`src/rtl/mem_copy_engine_pkg.sv`:
```
// Shared definitions for the block-copy engine, the word RAM and the CPU side.
// Holds the default bus widths and the engine's state encoding.
package mem_copy_engine_pkg;

  localparam int MEM_ADDR_WIDTH = 16;
  localparam int MEM_DATA_WIDTH = 16;
  localparam int COUNT_WIDTH    = 16;

  typedef enum logic [1:0] {
    IDLE  = 2'd0,
    READ  = 2'd1,
    WRITE = 2'd2,
    DONE  = 2'd3
  } state_t;

endpackage

```
`src/rtl/mem_copy_engine.sv`:
```
// Block-copy initiator on one port of the falling-edge dual-port word RAM.
// Alternates READ/WRITE per word, ascending addresses, with start/busy/done handshake.
module mem_copy_engine
  import mem_copy_engine_pkg::*;
#(
  parameter int ADDR_WIDTH = MEM_ADDR_WIDTH,
  parameter int DATA_WIDTH = MEM_DATA_WIDTH
) (
  input  logic                   clock,
  input  logic                   reset,
  input  logic                   start,
  input  logic [ADDR_WIDTH-1:0]  src_address,
  input  logic [ADDR_WIDTH-1:0]  dst_address,
  input  logic [COUNT_WIDTH-1:0] length,
  output logic                   busy,
  output logic                   done,
  output logic [ADDR_WIDTH-1:0]  mem_address,
  output logic [DATA_WIDTH-1:0]  mem_write_data,
  output logic                   mem_write_enable,
  input  logic [DATA_WIDTH-1:0]  mem_read_data
);

  state_t                 state;
  logic [ADDR_WIDTH-1:0]  src_ptr;
  logic [ADDR_WIDTH-1:0]  dst_ptr;
  logic [COUNT_WIDTH-1:0] count;
  logic [DATA_WIDTH-1:0]  data_reg;

  // Outputs are set on the edge that enters each state, so the RAM sees a
  // stable address/enable for the whole cycle including its falling edge.
  always_ff @(posedge clock or posedge reset) begin
    if (reset) begin
      state            <= IDLE;
      src_ptr          <= '0;
      dst_ptr          <= '0;
      count            <= '0;
      data_reg         <= '0;
      busy             <= 1'b0;
      done             <= 1'b0;
      mem_address      <= '0;
      mem_write_enable <= 1'b0;
    end else begin
      case (state)
        IDLE: begin
          done <= 1'b0;
          if (start) begin
            if (length != '0) begin
              src_ptr     <= src_address;
              dst_ptr     <= dst_address;
              count       <= length;
              busy        <= 1'b1;
              mem_address <= src_address;
              state       <= READ;
            end else begin
              done  <= 1'b1;
              state <= DONE;
            end
          end
        end

        READ: begin
          data_reg         <= mem_read_data;
          mem_address      <= dst_ptr;
          mem_write_enable <= 1'b1;
          state            <= WRITE;
        end

        WRITE: begin
          src_ptr          <= src_ptr + ADDR_WIDTH'(1);
          dst_ptr          <= dst_ptr + ADDR_WIDTH'(1);
          count            <= count - COUNT_WIDTH'(1);
          mem_write_enable <= 1'b0;
          if (count == COUNT_WIDTH'(1)) begin
            busy        <= 1'b0;
            done        <= 1'b1;
            mem_address <= '0;
            state       <= DONE;
          end else begin
            mem_address <= src_ptr + ADDR_WIDTH'(1);
            state       <= READ;
          end
        end

        DONE: begin
          done  <= 1'b0;
          state <= IDLE;
        end

        default: begin
          busy             <= 1'b0;
          done             <= 1'b0;
          mem_address      <= '0;
          mem_write_enable <= 1'b0;
          state            <= IDLE;
        end
      endcase
    end
  end

  // Write data is only presented during WRITE; zero elsewhere.
  assign mem_write_data = mem_write_enable ? data_reg : '0;

endmodule

```
`config.mk`:
```
export PLATFORM = sky130hd
export DESIGN_NAME = mem_copy_engine
export DESIGN_NICKNAME = d
export VERILOG_FILES = /design/src/rtl/mem_copy_engine_pkg.sv /design/src/rtl/mem_copy_engine.sv
export SDC_FILE = /design/constraint.sdc
export NUM_CORES = 1
export LEC_CHECK = 0
export CAP_MARGIN = 10
export CORE_MARGIN = 4
export CORE_UTILIZATION = 50
export DETAILED_ROUTE_END_ITERATION = 16
export DONT_BUFFER_PORTS = 1
export PLACE_DENSITY = 0.71
export SLEW_MARGIN = 20
export SYNTH_ARGS = -nofsm -noshare
export SYNTH_HDL_FRONTEND = slang
export SYNTH_SLANG_ARGS = --single-unit
export TNS_END_PERCENT = 1
```
`constraint.sdc`:
```
create_clock -name clock -period 2.9 [get_ports clock]
set_input_delay 0.87 -clock clock [delete_from_list [all_inputs] [get_ports clock]]
set_output_delay 0.87 -clock clock [all_outputs]
set_load 0.02 [all_outputs]
```
# == After elaboration in Yosys (flattened, before gate mapping) ==
# Cells that the tools add are included.
# totals
latchBits,0
rom_bits,0
output_inout_bits,35
n_memories,0
ff_bits,85
ram_bits,0
wordCells,54
# classes
add_sub_neg,3
shifts,0
n_div,0
n_lt_le_gt_ge,0
n_bitwise,0
eq_ne,7
n_mul,0
reduce_logical,10
muxes,25
# op_table
operator,n
16-bit two-way mux,8
16-bit one-hot mux with 2 select lines,3
16-bit one-hot mux with 3 select lines,1
"16-bit by 1-bit adder with 16-bit output, second input constant",2
"16-bit by 1-bit equality test with 1-bit output, second input constant",1
16-bit nonzero test,1
"16-bit by 1-bit subtractor with 16-bit output, second input constant",1
2-bit one-hot mux with 4 select lines,1
1-bit two-way mux,6
2-bit two-way mux,3
"2-bit inequality test, second input constant",3
3-bit AND reduction,2
3-bit nonzero test,2
"2-bit equality test, second input constant",2
1-bit one-hot mux with 2 select lines,2
4-bit AND reduction,1
2-bit nonzero test,2
1-bit one-hot mux with 3 select lines,1
"2-bit by 1-bit equality test with 1-bit output, second input constant",1
2-bit logical NOT,1
2-bit AND reduction,1

# == Logic depth before layout (Yosys ltp) ==
# logic_depth
word_depth,4
mapped_depth,8
mapped_depth_nobuf,7

# == Worst setup path before layout ==
# No wires, ideal clock.
# synth_timing
path_type,in2reg
start,in length[8]
end,reg mem_address[3]
required_ns,2.805
cell_stages,7
setup_time_ns,0.095
arrival_ns,2.677
setup_slack_ns,0.127
cell_sequence,or4_1 > o41a_1 > buf_4 > o21ai_2 > buf_4 > nand2_1 > o31ai_1
# synth_via
elab_chain_cells,3
# synth_rtl
element,line_no,rtl
"start, declared",mem_copy_engine.sv:14,"input logic [COUNT_WIDTH-1:0] length,"
16-bit nonzero test,mem_copy_engine.sv:47,if (length != '0) begin
2-bit inequality test (no line),-,
3-bit AND reduction (no line),-,
"end signal, assigned",mem_copy_engine.sv:52,mem_address <= src_address;
"end signal, assigned",mem_copy_engine.sv:63,mem_address <= dst_ptr;
"end signal, assigned",mem_copy_engine.sv:79,mem_address <= src_ptr + ADDR_WIDTH'(1);
"end, declared",mem_copy_engine.sv:17,"output logic [ADDR_WIDTH-1:0] mem_address,"
# No other way between the ends.
# A chain may end at the register's enable or synchronous reset.

# == Final worst setup path ==
# layout_timing
start,in length[8]
end,reg dst_ptr[15]
# layout_via
elab_chain_cells,3
# layout_rtl
element,line_no,rtl
16-bit nonzero test,mem_copy_engine.sv:47,
2-bit inequality test (no line),-,
3-bit AND reduction (no line),-,
"end signal, assigned",mem_copy_engine.sv:49,dst_ptr <= dst_address;
"end signal, assigned",mem_copy_engine.sv:70,dst_ptr <= dst_ptr + ADDR_WIDTH'(1);
"end, declared",mem_copy_engine.sv:25,logic [ADDR_WIDTH-1:0] dst_ptr;
# No other way between the ends.

==> flow_summary.json <==
{
  "outcome": "finished, final reports clean",
  "yosys_register_bits": 85,
  "cp-start-kind": "primary input",
  "gpl_congestion": 0.896,
  "clkSlewWorstSetupHoldPaths_ns": 0.09,
  "timing.reg2reg.setup_slack_ns": 0.36,
  "critical_path.cell_chain": "or4_1 -> buf_4 -> o41ai_4 -> buf_4 -> nand2_2 -> a41o_1 -> nor3_1",
  "routed_via_density": 6.61,
  "die-height_um": 110,
  "count_of_cell_types_in_the_netlist": 68,
  "worst-path-buf-inv": 2,
  "die-area_um2": 12100,
  "die_width_um": 110,
  "total_leakage_power_nw": 2.24,
  "antenna_found_initial": 0,
  "met3_usage_pct": 6.46,
  "syn-instance-count": 583,
  "power_density_nw_per_um2": 1310,
  "fin_worst_skew_ns": 0.0119,
  "seq_area_frac_synth_pct": 40.9,
  "port_buffers": 0,
  "cts_inserted_buffers": 9,
  "fp-row-count": 36,
  "crit_type": "primary input to flop",
  "grt.met2_usage_pct": 41.3,
  "avgSynthCellArea_um2": 8.92,
  "layout_worst_path_cycle_share_pct": 89.1,
  "synthArstFlopShare_pct": 100,
  "clock_sinks": 85,
  "timing.critical_path.max_delay_family": "simple AND/OR/NAND/NOR gates",
  "worstHoldPathType": "primary input to asynchronous set/reset pin",
  "h-tree-depth": 3,
  "initial_standard_cell_utilization_of_the_core_pct": 52.2,
  "cts_tree": "done",
  "dpl-instance-area_um2": 5510,
  "grt_setup_unrepaired": "false",
  "final_layout_size_suffix_gt1_share_pct": 15.1,
  "post_cts_hold_buffer_count": 0,
  "antenna_violating_nets_post_route": 0,
  "grt_use_met1_pct": 33.6,
  "max_cap_violations": 0,
  "fin_cells": 723,
  "cts.repair.resized": 0,
  "syn-num-nets": 658,
  "yosysWarnings": 0,
  "first_global_vias": 4731,
  "i_o_pin_count": 102,
  "hold_violations": 0,
  "dpl.hpwl_um": 10800,
  "period_minus_slack_ns": 2.58,
  "finalSetupViolations": 0,
  "top_usage_layer": "met2",
  "first_pass_iters": 5,
  "routed_wire_length_per_instance_um": 21.1,
  "cts_root_buffer": "sky130_fd_sc_hd__clkbuf_8",
  "number_of_slew_limit_violations_in_the_final_report": 0,
  "grt_util_all_layers_pct": 25.9,
  "timing.max_slew.rel_slack_pct": 47.6,
  "wire_length_of_the_first_global_routing_pass_um": 24100,
  "critical_path.max_stage_delay_ns": 0.57,
  "arrival_worst_endpoint_ns": 2.88,
  "final.setup.worst_slack_ns": 0.317,
  "post_synthesis_cell_area_um2": 5200,
  "drt_drc_violations_left": 0,
  "design.final.nets": 660,
  "max_freq_mhz": 387,
  "synthToLayoutAreaGrowth_pct": 10.3,
  "timing.critical_path.mode_cell": "sky130_fd_sc_hd__buf_4",
  "crit_fanout": 16,
  "pre_cts_ws_ns": -0.0518,
  "synth_enable_flop_cells": 0,
  "max-clock-path-buffers": 2,
  "clk_latency_ns": 0.38,
  "worst_ep_required_time_ns": 3.20,
  "design_area_final_um2": 5740,
  "cts_setup_buffers": 0,
  "detailroute.via_count": 4781,
  "grt_max_degree": 86,
  "peakVddDrop_mv": 0.617,
  "place.detailed.instances": 707,
  "worstMarginPinSlew_ns": 0.787,
  "critical_path_top_delay_cell": "sky130_fd_sc_hd__or4_1",
  "synthFlopType": "sky130_fd_sc_hd__dfrtp_1",
  "layout.core_utilization_pct": 57.6,
  "core-area_um2": 9950,
  "number_of_diodes": 0,
  "tns_ns": 0,
  "first_iter_violations": 399,
  "grt_overflow": 0,
  "worstSetupEndpointType": "flop",
  "wirelength_um": 15200
}
[Yosys cell counts (7+ instances only)]
master                     count  area (um2)
sky130_fd_sc_hd__nand3_1      18        90.1
sky130_fd_sc_hd__nand4_1      11        68.8
sky130_fd_sc_hd__xor2_1        8        70.1
sky130_fd_sc_hd__or4_1         7        52.6
sky130_fd_sc_hd__mux2_2       21         236
sky130_fd_sc_hd__nand2_1      42         158
sky130_fd_sc_hd__o21ai_0      30         150
sky130_fd_sc_hd__inv_1        14        52.6
sky130_fd_sc_hd__clkbuf_1     32         120
sky130_fd_sc_hd__dfrtp_1      85        2130
sky130_fd_sc_hd__a21oi_1      59         295
sky130_fd_sc_hd__o31ai_1       9        67.6
sky130_fd_sc_hd__a221oi_1      9        78.8
sky130_fd_sc_hd__ha_1          8         100
sky130_fd_sc_hd__nor4_1        7        43.8
sky130_fd_sc_hd__and2_1       16         100
sky130_fd_sc_hd__nor3_1       24         120
sky130_fd_sc_hd__and3_1       10        62.6
sky130_fd_sc_hd__o22ai_1      26         163
sky130_fd_sc_hd__nor2_1       42         158
[per-stage QoR]
step	hold WS, ns	power, mW
finish	0.495	7.53
global route	0.502	8.09
CTS	0.494	7.52
detailed placement	0.488	6.54
global placement	0.482	6.38
floorplan	0.472	5.42
[cell families (layout without fill, tap and decap cells)]
kind of cell	count (synthesis)	in the layout	share of synthesized area [%]
buffers and inverters	57	64	4.57
AOI/OAI and AO/OA	200	200	26.0
DFF	85	85	40.9
muxes	27	27	5.70
and+or+nand+nor	192	192	18.5
xor gates and xnor gates	14	14	2.36
adders and majority gates	8	8	1.93
[report_power, final]
part	internal, mW	switching (mW)
Clock	0.489	0.466
Sequential	1.79	0.837
Combinational	1.65	2.30
[per-layer routing]
layer | vias to the layer above | share of wire, % | routed length (um)
met3 | 28 | 9.5 | 1440
met1 | 2299 | 40 | 6090
met4 | 0 | 2.4 | 367
met5 | - | 0 | 0
met2 | 263 | 48 | 7330
li1 | 2191 | - | -
[worst reg2reg max path, cell delays in order (launching register included)]
cell	delay [ns]
sky130_fd_sc_hd__dfrtp_1	0.47
sky130_fd_sc_hd__nor4_1	0.42
sky130_fd_sc_hd__nand2_1	0.20
sky130_fd_sc_hd__o41a_1	0.74
sky130_fd_sc_hd__a221o_1	0.41
sky130_fd_sc_hd__a22o_1	0.18
[area by class of cell]
class / instances / area (um2)
clock inverter: 7 / 97.6
fill: 874 / 4220
clock buffer: 9 / 124
inverter: 15 / 60.1
sequential: 85 / 2130
multi-input combinational: 441 / 2840
tap: 133 / 166
timing repair buffer: 33 / 323
[cells in the final DEF, fill, tap and decap left out, types with 10 or more instances in the layout]
| cell | n |
|---|---|
| sky130_fd_sc_hd__o21ai_0 | 30 |
| sky130_fd_sc_hd__nor2_1 | 42 |
| sky130_fd_sc_hd__nor3_1 | 24 |
| sky130_fd_sc_hd__nand4_1 | 11 |
| sky130_fd_sc_hd__a21oi_1 | 59 |
| sky130_fd_sc_hd__inv_1 | 13 |
| sky130_fd_sc_hd__nand3_1 | 18 |
| sky130_fd_sc_hd__nand2_1 | 42 |
| sky130_fd_sc_hd__dfrtp_1 | 85 |
| sky130_fd_sc_hd__buf_4 | 27 |
| sky130_fd_sc_hd__o22ai_1 | 26 |
| sky130_fd_sc_hd__and2_1 | 16 |
| sky130_fd_sc_hd__and3_1 | 10 |
| sky130_fd_sc_hd__mux2_2 | 21 |
[path summary, 6_finish.rpt]
kind	cells after the start	start	endpoint
min	2	reset	src_ptr[11]$_DFFE_PP0P_
max reg2reg	5	count[6]$_DFFE_PP0P_	mem_address[2]$_DFFE_PP0P_
min in group clock	1	data_reg[4]$_DFFE_PP0N_	data_reg[4]$_DFFE_PP0N_
max in group asynchronous	2	reset	count[9]$_DFFE_PP0P_
max	7	length[8]	dst_ptr[15]$_DFFE_PP0P_
min reg2reg	1	data_reg[4]$_DFFE_PP0N_	data_reg[4]$_DFFE_PP0N_
Note: power is estimated with default switching activity, not from simulation.
